## src/rtl/wb_sram_arb_pkg.sv

```systemverilog
// Shared types for the two-port Wishbone to line-enable SRAM arbiter.
package wb_sram_arb_pkg;

  localparam int NUM_PORTS = 2;

  typedef enum logic [1:0] {
    IDLE   = 2'd0,
    ACCESS = 2'd1,
    RESP   = 2'd2
  } arb_state_e;

  // Index of a Wishbone slave port (0 or 1).
  typedef logic arb_idx_t;

endpackage

```

## src/rtl/generic_sram_line_en_if.sv

```systemverilog
// Line-enable SRAM port: one word per access, separate read and write strobes.
interface generic_sram_line_en_if #(
  parameter int ADDR_W = 8,
  parameter int DATA_W = 32
);
  logic [ADDR_W-1:0] addr;
  logic              read_en;
  logic              write_en;
  logic [DATA_W-1:0] write_data;
  logic [DATA_W-1:0] read_data;

  modport sram_client (output addr, read_en, write_en, write_data, input read_data);
  modport sram_macro  (input addr, read_en, write_en, write_data, output read_data);
endinterface

```

## src/rtl/wb_if.sv

```systemverilog
// Classic Wishbone bus bundle; the slave modport is the view an SRAM bridge takes.
interface wb_if #(
  parameter int ADDR_W = 10,
  parameter int DATA_W = 32
);
  logic                cyc;
  logic                stb;
  logic                we;
  logic [ADDR_W-1:0]   adr;
  logic [DATA_W/8-1:0] sel;
  logic [DATA_W-1:0]   dat_w;
  logic [DATA_W-1:0]   dat_r;
  logic                ack;
  logic                err;

  modport slave  (input cyc, stb, we, adr, sel, dat_w, output dat_r, ack, err);
  modport master (output cyc, stb, we, adr, sel, dat_w, input dat_r, ack, err);
endinterface

```

## src/rtl/wb_sram_arb_rr.sv

```systemverilog
// Two-way round-robin grant with a registered priority pointer and an
// optional grant lock that pins arbitration to one port while its CYC stays high.
module wb_sram_arb_rr
  import wb_sram_arb_pkg::*;
(
  input  logic                 clk,
  input  logic                 rstn,
  input  logic [NUM_PORTS-1:0] req,       // CYC & STB per port
  input  logic [NUM_PORTS-1:0] cyc,       // CYC per port, used to release a lock
  input  logic                 upd_en,    // one-cycle pulse when a beat finishes
  input  arb_idx_t             upd_idx,   // port that owned the finished beat
  input  logic                 lock_in,   // keep the grant on upd_idx instead of rotating
  output logic                 gnt_valid,
  output arb_idx_t             gnt_idx
);

  arb_idx_t             ptr_q, ptr_d;
  arb_idx_t             lock_idx_q, lock_idx_d;
  logic                 lock_q, lock_d;
  logic                 lock_hold;
  logic [NUM_PORTS-1:0] req_eff;

  // Grant: a held lock masks the other port; ties go to the pointer.
  always_comb begin
    lock_hold = lock_q && cyc[lock_idx_q];
    req_eff   = req;
    if (lock_hold) req_eff = req & (2'b01 << lock_idx_q);
    gnt_valid = |req_eff;
    gnt_idx   = ptr_q;
    if (req_eff == 2'b01)      gnt_idx = 1'b0;
    else if (req_eff == 2'b10) gnt_idx = 1'b1;
  end

  // Pointer/lock update: rotate after each beat unless the beat locks the grant.
  always_comb begin
    ptr_d      = ptr_q;
    lock_d     = lock_q;
    lock_idx_d = lock_idx_q;
    if (upd_en) begin
      lock_d     = lock_in;
      lock_idx_d = upd_idx;
      if (!lock_in) ptr_d = ~upd_idx;
    end else if (!lock_hold) begin
      lock_d = 1'b0;
    end
  end

  // Arbitration state registers.
  always_ff @(posedge clk or negedge rstn) begin
    if (!rstn) begin
      ptr_q      <= 1'b0;
      lock_q     <= 1'b0;
      lock_idx_q <= 1'b0;
    end else begin
      ptr_q      <= ptr_d;
      lock_q     <= lock_d;
      lock_idx_q <= lock_idx_d;
    end
  end

endmodule

```

## src/rtl/wb_2x_line_en_sram_arbiter.sv

```systemverilog
// Shares one line-enable SRAM between two Wishbone slave ports, one beat at a
// time: IDLE (grant) -> ACCESS (SRAM strobe) -> RESP (ACK) -> IDLE.
// Optional macro WB_SRAM_ARB_LOCK_EN: a master that keeps CYC high after its
// ACK keeps the grant until CYC falls.
//
// Handshake: a port requests while CYC&STB=1 and holds its request stable
// until it sees ACK=1 for exactly one cycle; a request that is not granted is
// simply held off (no ACK) and served in a later IDLE. ERR is never raised.
module wb_2x_line_en_sram_arbiter
  import wb_sram_arb_pkg::*;
#(
  parameter int ADDRESS_WIDTH = 10,
  parameter int DATA_WIDTH    = 32
) (
  input  logic                        clk,
  input  logic                        rstn,
  wb_if.slave                         wb_s0,
  wb_if.slave                         wb_s1,
  generic_sram_line_en_if.sram_client sram_m,
  output arb_state_e                  dbg_state
);

  localparam int OFFS   = $clog2(DATA_WIDTH / 8);
  localparam int WORD_W = ADDRESS_WIDTH - OFFS;

  arb_state_e           state_q, state_d;
  arb_idx_t             idx_q, idx_d;
  logic                 we_q, we_d;
  logic [WORD_W-1:0]    addr_q, addr_d;
  logic                 re_q, re_d;
  logic                 wen_q, wen_d;
  logic [DATA_WIDTH-1:0] wdata_q, wdata_d;
  logic [NUM_PORTS-1:0] ack_q, ack_d;

  logic [NUM_PORTS-1:0] req, cyc;
  logic                 gnt_valid, upd_en, lock_in;
  arb_idx_t             gnt_idx;
  logic                 sel_we;
  logic [WORD_W-1:0]    sel_adr;
  logic [DATA_WIDTH-1:0] sel_dat;
  logic                 unused_ok;

  assign req = {wb_s1.cyc & wb_s1.stb, wb_s0.cyc & wb_s0.stb};
  assign cyc = {wb_s1.cyc, wb_s0.cyc};

  // Byte-lane selects are ignored (full-word writes) and byte offset bits are dropped.
  assign unused_ok = ^{wb_s0.sel, wb_s1.sel, wb_s0.adr[OFFS-1:0], wb_s1.adr[OFFS-1:0]};

  // Lock the grant when the owner still holds CYC as its beat completes.
`ifdef WB_SRAM_ARB_LOCK_EN
  assign lock_in = cyc[idx_q];
`else
  assign lock_in = 1'b0;
`endif

  wb_sram_arb_rr u_rr (
    .clk      (clk),
    .rstn     (rstn),
    .req      (req),
    .cyc      (cyc),
    .upd_en   (upd_en),
    .upd_idx  (idx_q),
    .lock_in  (lock_in),
    .gnt_valid(gnt_valid),
    .gnt_idx  (gnt_idx)
  );

  // Mux the granted port's command fields.
  always_comb begin
    sel_we  = gnt_idx ? wb_s1.we : wb_s0.we;
    sel_adr = gnt_idx ? wb_s1.adr[ADDRESS_WIDTH-1:OFFS] : wb_s0.adr[ADDRESS_WIDTH-1:OFFS];
    sel_dat = gnt_idx ? wb_s1.dat_w : wb_s0.dat_w;
  end

  // FSM next state and next register values; strobes default to idle each cycle.
  always_comb begin
    state_d = state_q;
    idx_d   = idx_q;
    we_d    = we_q;
    addr_d  = '0;
    re_d    = 1'b0;
    wen_d   = 1'b0;
    wdata_d = '0;
    ack_d   = '0;
    upd_en  = 1'b0;
    case (state_q)
      IDLE: begin
        if (gnt_valid) begin
          idx_d   = gnt_idx;
          we_d    = sel_we;
          addr_d  = sel_adr;
          wdata_d = sel_dat;
          re_d    = !sel_we;
          wen_d   = sel_we;
          state_d = ACCESS;
        end
      end
      ACCESS: begin
        // An owner that dropped CYC mid-beat still gets its SRAM access, but no ACK.
        ack_d[idx_q] = cyc[idx_q];
        state_d      = RESP;
      end
      RESP: begin
        upd_en  = 1'b1;
        state_d = IDLE;
      end
      default: state_d = IDLE;
    endcase
  end

  // State, SRAM output and ACK registers.
  always_ff @(posedge clk or negedge rstn) begin
    if (!rstn) begin
      state_q <= IDLE;
      idx_q   <= 1'b0;
      we_q    <= 1'b0;
      addr_q  <= '0;
      re_q    <= 1'b0;
      wen_q   <= 1'b0;
      wdata_q <= '0;
      ack_q   <= '0;
    end else begin
      state_q <= state_d;
      idx_q   <= idx_d;
      we_q    <= we_d;
      addr_q  <= addr_d;
      re_q    <= re_d;
      wen_q   <= wen_d;
      wdata_q <= wdata_d;
      ack_q   <= ack_d;
    end
  end

  assign sram_m.addr       = addr_q;
  assign sram_m.read_en    = re_q;
  assign sram_m.write_en   = wen_q;
  assign sram_m.write_data = wdata_q;

  // Read data is valid from the SRAM during RESP, alongside the registered ACK.
  assign wb_s0.ack   = ack_q[0];
  assign wb_s1.ack   = ack_q[1];
  assign wb_s0.dat_r = (ack_q[0] && !we_q) ? sram_m.read_data : '0;
  assign wb_s1.dat_r = (ack_q[1] && !we_q) ? sram_m.read_data : '0;
  assign wb_s0.err   = 1'b0;
  assign wb_s1.err   = 1'b0;

  assign dbg_state = state_q;

endmodule
```

## src/flat_wrapper.sv

```systemverilog
// flat-port wrapper written by rule: the top's interface ports become plain ports
module wb_2x_line_en_sram_arbiter_flat import wb_sram_arb_pkg::*;
#(
  parameter int ADDRESS_WIDTH = 10,
  parameter int DATA_WIDTH    = 32
)
  (clk, rstn, dbg_state, wb_s0_cyc, wb_s0_stb, wb_s0_we, wb_s0_adr, wb_s0_sel, wb_s0_dat_w, wb_s0_dat_r, wb_s0_ack, wb_s0_err, wb_s1_cyc, wb_s1_stb, wb_s1_we, wb_s1_adr, wb_s1_sel, wb_s1_dat_w, wb_s1_dat_r, wb_s1_ack, wb_s1_err, sram_m_addr, sram_m_read_en, sram_m_write_en, sram_m_write_data, sram_m_read_data);
  wb_if wb_s0_i ();
  wb_if wb_s1_i ();
  generic_sram_line_en_if sram_m_i ();
  input  logic clk;
  input  logic rstn;
  output arb_state_e dbg_state;
  input wire logic [$bits(wb_s0_i.cyc)-1:0] wb_s0_cyc;
  input wire logic [$bits(wb_s0_i.stb)-1:0] wb_s0_stb;
  input wire logic [$bits(wb_s0_i.we)-1:0] wb_s0_we;
  input wire logic [$bits(wb_s0_i.adr)-1:0] wb_s0_adr;
  input wire logic [$bits(wb_s0_i.sel)-1:0] wb_s0_sel;
  input wire logic [$bits(wb_s0_i.dat_w)-1:0] wb_s0_dat_w;
  output wire logic [$bits(wb_s0_i.dat_r)-1:0] wb_s0_dat_r;
  output wire logic [$bits(wb_s0_i.ack)-1:0] wb_s0_ack;
  output wire logic [$bits(wb_s0_i.err)-1:0] wb_s0_err;
  input wire logic [$bits(wb_s1_i.cyc)-1:0] wb_s1_cyc;
  input wire logic [$bits(wb_s1_i.stb)-1:0] wb_s1_stb;
  input wire logic [$bits(wb_s1_i.we)-1:0] wb_s1_we;
  input wire logic [$bits(wb_s1_i.adr)-1:0] wb_s1_adr;
  input wire logic [$bits(wb_s1_i.sel)-1:0] wb_s1_sel;
  input wire logic [$bits(wb_s1_i.dat_w)-1:0] wb_s1_dat_w;
  output wire logic [$bits(wb_s1_i.dat_r)-1:0] wb_s1_dat_r;
  output wire logic [$bits(wb_s1_i.ack)-1:0] wb_s1_ack;
  output wire logic [$bits(wb_s1_i.err)-1:0] wb_s1_err;
  output wire logic [$bits(sram_m_i.addr)-1:0] sram_m_addr;
  output wire logic [$bits(sram_m_i.read_en)-1:0] sram_m_read_en;
  output wire logic [$bits(sram_m_i.write_en)-1:0] sram_m_write_en;
  output wire logic [$bits(sram_m_i.write_data)-1:0] sram_m_write_data;
  input wire logic [$bits(sram_m_i.read_data)-1:0] sram_m_read_data;
  assign wb_s0_i.cyc = wb_s0_cyc;
  assign wb_s0_i.stb = wb_s0_stb;
  assign wb_s0_i.we = wb_s0_we;
  assign wb_s0_i.adr = wb_s0_adr;
  assign wb_s0_i.sel = wb_s0_sel;
  assign wb_s0_i.dat_w = wb_s0_dat_w;
  assign wb_s0_dat_r = wb_s0_i.dat_r;
  assign wb_s0_ack = wb_s0_i.ack;
  assign wb_s0_err = wb_s0_i.err;
  assign wb_s1_i.cyc = wb_s1_cyc;
  assign wb_s1_i.stb = wb_s1_stb;
  assign wb_s1_i.we = wb_s1_we;
  assign wb_s1_i.adr = wb_s1_adr;
  assign wb_s1_i.sel = wb_s1_sel;
  assign wb_s1_i.dat_w = wb_s1_dat_w;
  assign wb_s1_dat_r = wb_s1_i.dat_r;
  assign wb_s1_ack = wb_s1_i.ack;
  assign wb_s1_err = wb_s1_i.err;
  assign sram_m_addr = sram_m_i.addr;
  assign sram_m_read_en = sram_m_i.read_en;
  assign sram_m_write_en = sram_m_i.write_en;
  assign sram_m_write_data = sram_m_i.write_data;
  assign sram_m_i.read_data = sram_m_read_data;
  wb_2x_line_en_sram_arbiter #(.ADDRESS_WIDTH(ADDRESS_WIDTH), .DATA_WIDTH(DATA_WIDTH)) u_core (.clk(clk), .rstn(rstn), .wb_s0(wb_s0_i), .wb_s1(wb_s1_i), .sram_m(sram_m_i), .dbg_state(dbg_state));
endmodule
```

## config.mk

```make
export PLATFORM = sky130hd
export DESIGN_NAME = wb_2x_line_en_sram_arbiter_flat
export DESIGN_NICKNAME = d
export VERILOG_FILES = /design/src/rtl/wb_sram_arb_pkg.sv /design/src/rtl/generic_sram_line_en_if.sv /design/src/rtl/wb_if.sv /design/src/rtl/wb_sram_arb_rr.sv /design/src/rtl/wb_2x_line_en_sram_arbiter.sv /design/src/flat_wrapper.sv
export SDC_FILE = /design/constraint.sdc
export NUM_CORES = 1
export LEC_CHECK = 0
export ABC_AREA = 1
export BUFFER_PORTS_ARGS = -buffer_cell sky130_fd_sc_hd__buf_2
export CORE_ASPECT_RATIO = 0.8
export CORE_MARGIN = 8
export CORE_UTILIZATION = 38
export DETAILED_ROUTE_END_ITERATION = 12
export PLACE_DENSITY = 0.81
export SETUP_SLACK_MARGIN = 0.15
export SLEW_MARGIN = 10
export SYNTH_ARGS = -nofsm -noshare
export SYNTH_HDL_FRONTEND = slang
export SYNTH_SLANG_ARGS = --single-unit
export TNS_END_PERCENT = 1
```

## constraint.sdc

```tcl
create_clock -name clk -period 1.6 [get_ports clk]
set_clock_uncertainty 0.15 [all_clocks]
set_input_delay 0.08 -clock clk [delete_from_list [all_inputs] [get_ports clk]]
set_output_delay 0.08 -clock clk [all_outputs]
set_load 0.05 [all_outputs]
```

; ---- Yosys cells after proc, flatten, opt, wreduce, memory -nomap -nowiden
; Index checks and enable logic that the tools add are counted.
[totals]
ff_bits = 51
out_inout_bits = 112
word_cells = 63
inputBits = 132
[op_classes]
order_cmp = 3
n_bitwise = 5
n_eq_ne = 6
shifts = 1
n_reduce_logical = 9
mux = 28
[op_table]
columns = op, count
row1 = $mux W32, 5
row2 = $mux W8, 3
row3 = $mux W1, 15
row4 = $mux W2, 3
row5 = $and A2 B2 Y2, 2
row6 = $eq A2 B1 Y1 const B, 2
row7 = $eq A2 B2 Y1 const B, 2
row8 = $logic_and A1 B1 Y1, 4
row9 = $lt A1 B2 Y1 const B, 2
row10 = $pmux W2 S2, 1
row11 = $and A1 B1 Y1, 2
row12 = $logic_not A1 Y1, 2
row13 = $logic_not A2 Y1, 1
row14 = $ne A2 B1 Y1 const B, 1
row15 = $ne A2 B2 Y1 const B, 1
row16 = $reduce_and A2 Y1, 1
row17 = $reduce_or A2 Y1, 1
row18 = $shl A1 B1 Y2 const A, 1
row19 = $demux W1 S1, 1
row20 = $ge A1 B1 Y1 const B, 1
row21 = $not A1 Y1, 1

; ---- Longest topological paths before layout
; Gate-level depths: netlist (run 1).
[depth]
ltp_word = 11
ltp_mapped = 7

; ---- Cells and area by module
; From an unflattened synthesis (run 1), not the netlist that was laid out.
[hier_totals]
cells_unflattened = 342
area_unflattened_um2 = 2666.3
[by_module_without_submodules]
columns = mod, seq_area_each_um2, area_each_um2, cells_each, n_inst
row1 = wb_2x_line_en_sram_arbiter, 1201.2, 2493.6, 319, 1
row2 = wb_sram_arb_rr, 75.1, 172.7, 23, 1

; ---- Worst setup path before layout (run 1)
; No wires, ideal clock.
[synth_timing]
kind = reg2out
from = register u_core.ack_q[0]
to = output port wb_s0_dat_r[10]
arrival_ns = 1.677
slack_ns = -0.307
t_required_ns = 1.370
path_stages_with_launch = 4
n_path_buf = 1
cell_sequence = dfrtp_1 -> nand2_1 -> clkbuf_1 -> nor2_1
[synth_via]
elab_chain_cells = 2
[synth_lines]
columns = element, line_no
row1 = start: declaration, wb_2x_line_en_sram_arbiter.sv:33  ; logic [NUM_PORTS-1:0] ack_q, ack_d;
row2 = start signal: assignment, wb_2x_line_en_sram_arbiter.sv:130  ; ack_q <= ack_d;
row3 = $logic_and A1 B1 Y1, wb_2x_line_en_sram_arbiter.sv:142  ; assign wb_s0.dat_r = (ack_q[0] && !we_q) ? sram_m.read_data : '0;
row4 = $mux W32, wb_2x_line_en_sram_arbiter.sv:142
row5 = end: declaration, flat_wrapper.sv:20  ; output wire logic [$bits(wb_s0_i.dat_r)-1:0] wb_s0_dat_r;
; No other way between the ends.

; ---- Final worst setup path (run 1)
[layout_timing]
from = register u_core.u_rr.ptr_q
to = register u_core.wdata_q[20] (netlist: u_core.sram_m.write_data[20])
[layout_via]
elab_chain_cells = 5
[layout_lines]
columns = element, line_no
row1 = start: declaration, wb_sram_arb_rr.sv:17  ; arb_idx_t ptr_q, ptr_d;
row2 = start signal: assignment, wb_sram_arb_rr.sv:55  ; ptr_q <= ptr_d;
row3 = $mux W1, wb_sram_arb_rr.sv:31  ; else if (req_eff == 2'b10) gnt_idx = 1'b1;
row4 = $mux W1, wb_sram_arb_rr.sv:30  ; if (req_eff == 2'b01) gnt_idx = 1'b0;
row5 = $mux W32, wb_2x_line_en_sram_arbiter.sv:72  ; sel_dat = gnt_idx ? wb_s1.dat_w : wb_s0.dat_w;
row6 = $mux W32, wb_2x_line_en_sram_arbiter.sv:88  ; if (gnt_valid) begin
row7 = $mux W32, wb_2x_line_en_sram_arbiter.sv:86  ; case (state_q)
row8 = named net u_core.wdata_d[20], wb_2x_line_en_sram_arbiter.sv:32  ; logic [DATA_WIDTH-1:0] wdata_q, wdata_d;
row9 = end signal: assignment, wb_2x_line_en_sram_arbiter.sv:129  ; wdata_q <= wdata_d;
row10 = end: declaration, wb_2x_line_en_sram_arbiter.sv:32
; The timed path passes the listed nets, and every way through them passes these cells.
; A chain may end at the register's enable or synchronous reset.

==> results.txt, run 1 <==
Multi-input gate area: 0.001833 sq mm
fin area: 0.006286 sq mm
vias per cell: 5.423
nets: 770
CTS tree: built
Crit Path Class: reg -> reg
number of buffers added on ports: 229
largest fanout on the critical path: 20
Post-Syn Area: 0.002713 sq mm
final WL: 17,520 um
Seq/Total Area, Yosys: 45.20%
Post-Synthesis Cells: 323
chip height: 91.57 um
DRC errors left: 0
Tmin final: 1.682 ns
# IOs: 244
Die ar.: 0.01011 sq mm
run status: finished, violations left
Layout area overhead: 131.7%
max-cap violation count: 0
antenna viol nets, final: 0
fmax: 594.4 MHz
mean area per synthesized cell: 8.398 sq um
initial antenna violation count: 2
CTS H-Tree Depth: 2
gpl congestion: 0.8055
number of fillers in the final layout: 262
Reg clk slew, reported paths: 0.09 ns
largest net degree at the start of global routing: 46
1st-pass router iterations: 5
#FFs+latches synth: 49
Initial Util: 39.36%
cts bufs inserted: 5
# clock sinks: 49
worst path required time: 1.63 ns
All-Layer GR Usage: 29.22%
DP Area: 0.004451 sq mm
Placeable Area: 0.006892 sq mm
Final Max Slew Viols: 0
leak pwr: 0.003106 uW
Worst Hold Class: in -> async
Ys Warns: 0
grt ovf: 0
via count: 3,959
power per cell area: 921.3 mW/mm^2
Setup violations, final: 23
number of global-route vias before repair: 4,170
crit path launch type: register
maximum vdd drop: 0.6859 mV
latest clock arrival within the worst-skew pair: 0.30 ns
DRT iter0 DRCs: 348
clk buf depth: 2
first-pass GRT wire length: 23,740 um
register area: 0.001230 sq mm
root buffer cell: clkbuf_8
Final Hold Violating Endpoints: 0
failing checks: negative setup slack
Worst setup EP type: register
setup ws final: -0.08242 ns
Distinct cells, synth: 22
routed len/inst: 24.00 um
dpl hpwl: 8704 um
layout cells sized above 1: 58.06%
Final period util: 105.2%
WP data arrival: 1.71 ns
Die Wd: 110.5 um
DP Worst Slack: 0.1039 ns
FP Rows: 27
RSZ-0062 raised after global routing: yes
[cells in the mapped netlist (all sizes together)]
library cell | n | area [sq um]
dfrtp | 49 | 1226
buf | 18 | 153.9
clkbuf | 6 | 22.52
o21bai | 40 | 401.6
nor2 | 107 | 431.7
a31oi | 1 | 6.260
and3 | 1 | 6.260
o21ai | 1 | 5.000
conb | 1 | 3.750
nand2 | 14 | 80.07
inv | 40 | 150.1
nand3 | 3 | 15.01
a21oi | 42 | 210.2
[layout by cell type, fill, tap and decap left out]
| cell type | instances |
|---|---|
| buf_4 | 3 |
| and3_1 | 1 |
| nand2_8 | 4 |
| dfrtp_2 | 3 |
| nor2_1 | 27 |
| nor2_4 | 62 |
| o21bai_2 | 1 |
| a21oi_1 | 40 |
| a31oi_1 | 1 |
| dlygate4sd3_1 | 85 |
| o21bai_1 | 20 |
| clkinv_2 | 1 |
| nand2_4 | 1 |
| inv_1 | 38 |
| buf_8 | 40 |
| dfrtp_1 | 46 |
| diode_2 | 4 |
| buf_12 | 5 |
| a21oi_2 | 2 |
| nand3_2 | 3 |
| inv_2 | 2 |
| buf_6 | 28 |
| nand2_2 | 2 |
| nor2_2 | 18 |
| nand2_1 | 7 |
| o21bai_4 | 19 |
| o21ai_1 | 1 |
| buf_2 | 165 |
| clkbuf_8 | 7 |
| conb_1 | 2 |
| buf_16 | 5 |
[registers in the layout, indices dropped and copies added, names as in the netlist]
name,count
u_core.sram_m.write_data,32
u_core.sram_m.addr,8
u_core.ack_q,2
u_core.dbg_state,2
u_core.idx_q,1
u_core.sram_m.read_en,1
u_core.sram_m.write_en,1
u_core.u_rr.ptr_q,1
u_core.we_q,1
[where the power goes]
part           switching (uW)  internal, uW  total (uW)
clock                     424           392         816
sequential                122          1450        1570
combinational            2250          1160        3410
[worst paths after layout]
| check | start | slack, ns | end | cells past startpoint |
|---|---|---|---|---|
| worst max-delay path | u_core.u_rr.ptr_q$_DFFE_PN0N_ | -0.08 | u_core.sram_m.write_data[20]$_DFF_PN0_ | 6 |
| worst min-delay path | rstn | 0.09 | u_core.sram_m.write_data[17]$_DFF_PN0_ | 2 |
| min in group clk | wb_s0_stb | 0.24 | u_core.sram_m.addr[4]$_DFF_PN0_ | 6 |
| max in group asynchronous | rstn | 0.73 | u_core.sram_m.write_data[23]$_DFF_PN0_ | 3 |
| worst min register to register | u_core.idx_q$_DFFE_PN0P_ | 0.36 | u_core.ack_q[0]$_DFF_PN0_ | 1 |
| worst max register to register | u_core.u_rr.ptr_q$_DFFE_PN0N_ | -0.08 | u_core.sram_m.write_data[20]$_DFF_PN0_ | 6 |
[cell families after synthesis]
family / after synthesis / synth area share [%]
and+or+nand+nor: 125 / 19.65
AOI/OAI and AO/OA: 84 / 22.97
buffers and inverters: 64 / 12.04
DFF: 49 / 45.20
other: 1 / 0.1382
[repair_timing]
item,CTS,global route
resized for setup,168,42
hold buffers,85,0
endpoints found under the hold margin,92,0
buffers inserted,1,0
setup endpoints to repair,96,107
pin swaps,9,70
gates cloned,3,0
[critical path, cell delays in order, from the launching register on]
cell,delay (ns)
dfrtp_1,0.43
nand3_2,0.15
nand2_8,0.16
nand2_8,0.12
buf_16,0.20
o21bai_1,0.22
nor2_1,0.12
[layout make-up]
type | instances | area share [%]
Antenna cell | 4 | 0.1592
Clock buffer | 7 | 1.533
Clock inverter | 1 | 0.07962
Inverter | 40 | 2.389
Multi-Input combinational cell | 211 | 29.16
Sequential cell | 49 | 19.57
Tap cell | 87 | 1.732
Timing Repair Buffer | 331 | 45.38
[routing by layer]
layer	share of wire, %	GRT usage, %	up-vias
met5	0	0	-
met4	4.9	9.652	0
met3	11	11.11	90
met2	50	53.87	352
met1	34	29.77	1873
li1	-	-	1644
[metrics by stage]
stage | power (uW) | utilization, % | instances | hold WS [ns] | TNS (ns)
after detailed placement | 4144 | 64.58 | 629 | -0.1334 | 0
after floorplan | 3490 | - | 324 | -0.3656 | 0
final | 5791 | 91.21 | 730 | 0.09003 | -0.2741
after global placement | 4081 | 64.58 | 629 | -0.1421 | 0
after CTS | 5323 | 87.76 | 726 | 0.06817 | -0.08107
after global routing | 5967 | 91.14 | 728 | 0.1105 | -4.489
(Power assumes the default switching activity.)
==> inputs of run 2 (changes only) <==
Settings changed: PLACE_DENSITY 0.81 to 0.82.
==> results.txt, run 2 (synthesis results as in run 1) <==
fin cells: 734 (+0.55%)
latest clock arrival within the worst-skew pair: 0.30 ns (about the same)
Worst setup EP type: output pin
Final Max Slew Viols: 0 (unchanged)
routed len/inst: 21.52 um (-10%)
dpl cells: 628 (-0.16%)
met3 WL post-DR: 1607 um (-19%)
vias per cell: 5.038 (-7.1%)
Initial Util: 39.36% (unchanged)
Die Wd: 110.5 um (unchanged)
Reg clk slew, reported paths: 0.10 ns (about the same)
All-Layer GR Usage: 28.61% (-0.61 points)
CTS tree: built
chip height: 91.57 um (unchanged)
FF-to-FF path depth: 5 (-1)
grt ovf: 0 (unchanged)
DRT iter0 DRCs: 191 (-45%)
gpl congestion: 0.7904 (-1.9%)
run status: finished, violations left
Final period util: 103.5% (-1.6 points)
fin area: 0.006177 sq mm (-1.7%)
DP Area: 0.004456 sq mm (+0.11%)
antenna viol nets, final: 0 (unchanged)
max-cap violation count: 0 (unchanged)
DRC errors left: 0 (unchanged)
most common library cell in the layout ignoring fill and taps: buf_2
root buffer cell: clkbuf_8
worst path required time: 1.37 ns (-0.26 ns)
power per cell area: 875.7 mW/mm^2 (-5.0%)
number of buffers added on ports: 229 (unchanged)
Post-Route M1 WL: 5392 um (-8.8%)
1st-pass router iterations: 4 (-1)
dpl hpwl: 8561 um (-1.6%)
# IOs: 244 (unchanged)
RSZ-0062 raised after global routing: yes
Crit Path Class: reg -> out
largest fanout on the critical path: 7 (-65%)
via count: 3,698 (-6.6%)
Final Hold Violating Endpoints: 0 (unchanged)
Multi-input gate area: 0.001690 sq mm (-7.8%)
CTS H-Tree Depth: 2 (unchanged)
number of fillers in the final layout: 278 (+6.1%)
most frequent cells in the layout: 165 x buf_2, 85 x dlygate4sd3_1, 61 x nor2_4, 47 x dfrtp_1, 43 x buf_8
Placeable Area: 0.006892 sq mm (unchanged)
clk buf depth: 2 (unchanged)
failing checks: negative setup slack
WP data arrival: 1.43 ns (-0.28 ns)
leak pwr: 0.003126 uW (+0.63%)
layout cells sized above 1: 55.23% (-2.8 points)
number of global-route vias before repair: 4,202 (+0.77%)
initial antenna violation count: 5 (+3)
nets: 772 (+0.26%)
Worst Hold Class: in -> async
first-pass GRT wire length: 23,320 um (-1.8%)
Tmin final: 1.656 ns (-0.02605 ns)
Largest register FFs: 32 (unchanged)
fmax: 603.7 MHz (+1.6%)
Max Used Layer: met4
cts bufs inserted: 5 (unchanged)
Setup violations, final: 52 (+130%)
crit path launch type: register
setup ws final: -0.05637 ns (+0.02605 ns)
final WL: 15,790 um (-9.9%)
# clock sinks: 49 (unchanged)
FP Rows: 27 (unchanged)
final core area utilization: 89.63% (-1.6 points)
Layout area overhead: 127.7%
largest net degree at the start of global routing: 46 (unchanged)
maximum vdd drop: 0.7079 mV (+3.2%)
met2 wire length: 8173 um (-6.6%)
Die ar.: 0.01011 sq mm (unchanged)
register area: 0.001229 sq mm (-0.10%)
==> run 2: area by class of cell <==
cell class	count	area share, %
diodes	6	0.2431
clock buffers	5	1.114
clock inverters	3	0.2836
inverters	40	2.471
multi-input cells	211	27.36
flip-flops and latches	49	19.89
well taps	87	1.762
repair buffers	333	46.87
==> run 2: repair_timing <==
action	CTS	global route
cloned	1	4
hold buffers	85	0
buffers inserted	2	0
setup endpoints to repair	95	102
gates resized for setup	173	10
pin swaps	16	9
hold endpoints to repair	92	0
==> run 2: critical path: stages, from the launching register on <==
cell	delay (ns)
dfrtp_1	0.42
inv_4	0.12
nand2_8	0.11
buf_12	0.17
nor2_2	0.12
buf_6	0.18
==> run 2: per-stage QoR <==
step / setup TNS (ns) / hold slack [ns] / setup WS (ns) / power [uW]
2_1_floorplan: 0 / -0.3656 / 0.05358 / 3490
4_1_cts: -0.1734 / 0.09399 / -0.03590 / 5238
5_1_grt: -4.261 / 0.1271 / -0.1232 / 5621
6_report: -1.117 / 0.09853 / -0.05637 / 5409
3_5_place_dp: 0 / -0.1117 / 0.1009 / 4148
3_3_place_gp: 0 / -0.1280 / 0.1220 / 4087
==> run 2: report_power, final <==
part | internal (uW) | switching (uW)
Sequential | 1440 | 104
Combinational | 1070 | 2070
Clock | 303 | 425
Total | 2810 | 2600
==> run 2: final timing paths <==
check	startpoint	endpoint	slack, ns
worst max-delay path	u_core.we_q$_DFFE_PN0P_	wb_s0_dat_r[0]	-0.06
worst min-delay path	rstn	u_core.sram_m.write_data[23]$_DFF_PN0_	0.1
worst max register to register	u_core.u_rr.ptr_q$_DFFE_PN0N_	u_core.sram_m.write_data[15]$_DFF_PN0_	0.02
worst min register to register	u_core.idx_q$_DFFE_PN0P_	u_core.ack_q[0]$_DFF_PN0_	0.34
max in group asynchronous	rstn	u_core.sram_m.addr[4]$_DFF_PN0_	0.68
min in group clk	wb_s1_stb	u_core.sram_m.write_data[24]$_DFF_PN0_	0.20
==> run 2: per-layer routing <==
layer | global-route usage, % | vias to the layer above
met1 | 29.23 | 1768
met4 | 13.02 | 0
met2 | 51.34 | 237
met5 | 0 | -
met3 | 10.52 | 48
li1 | - | 1645
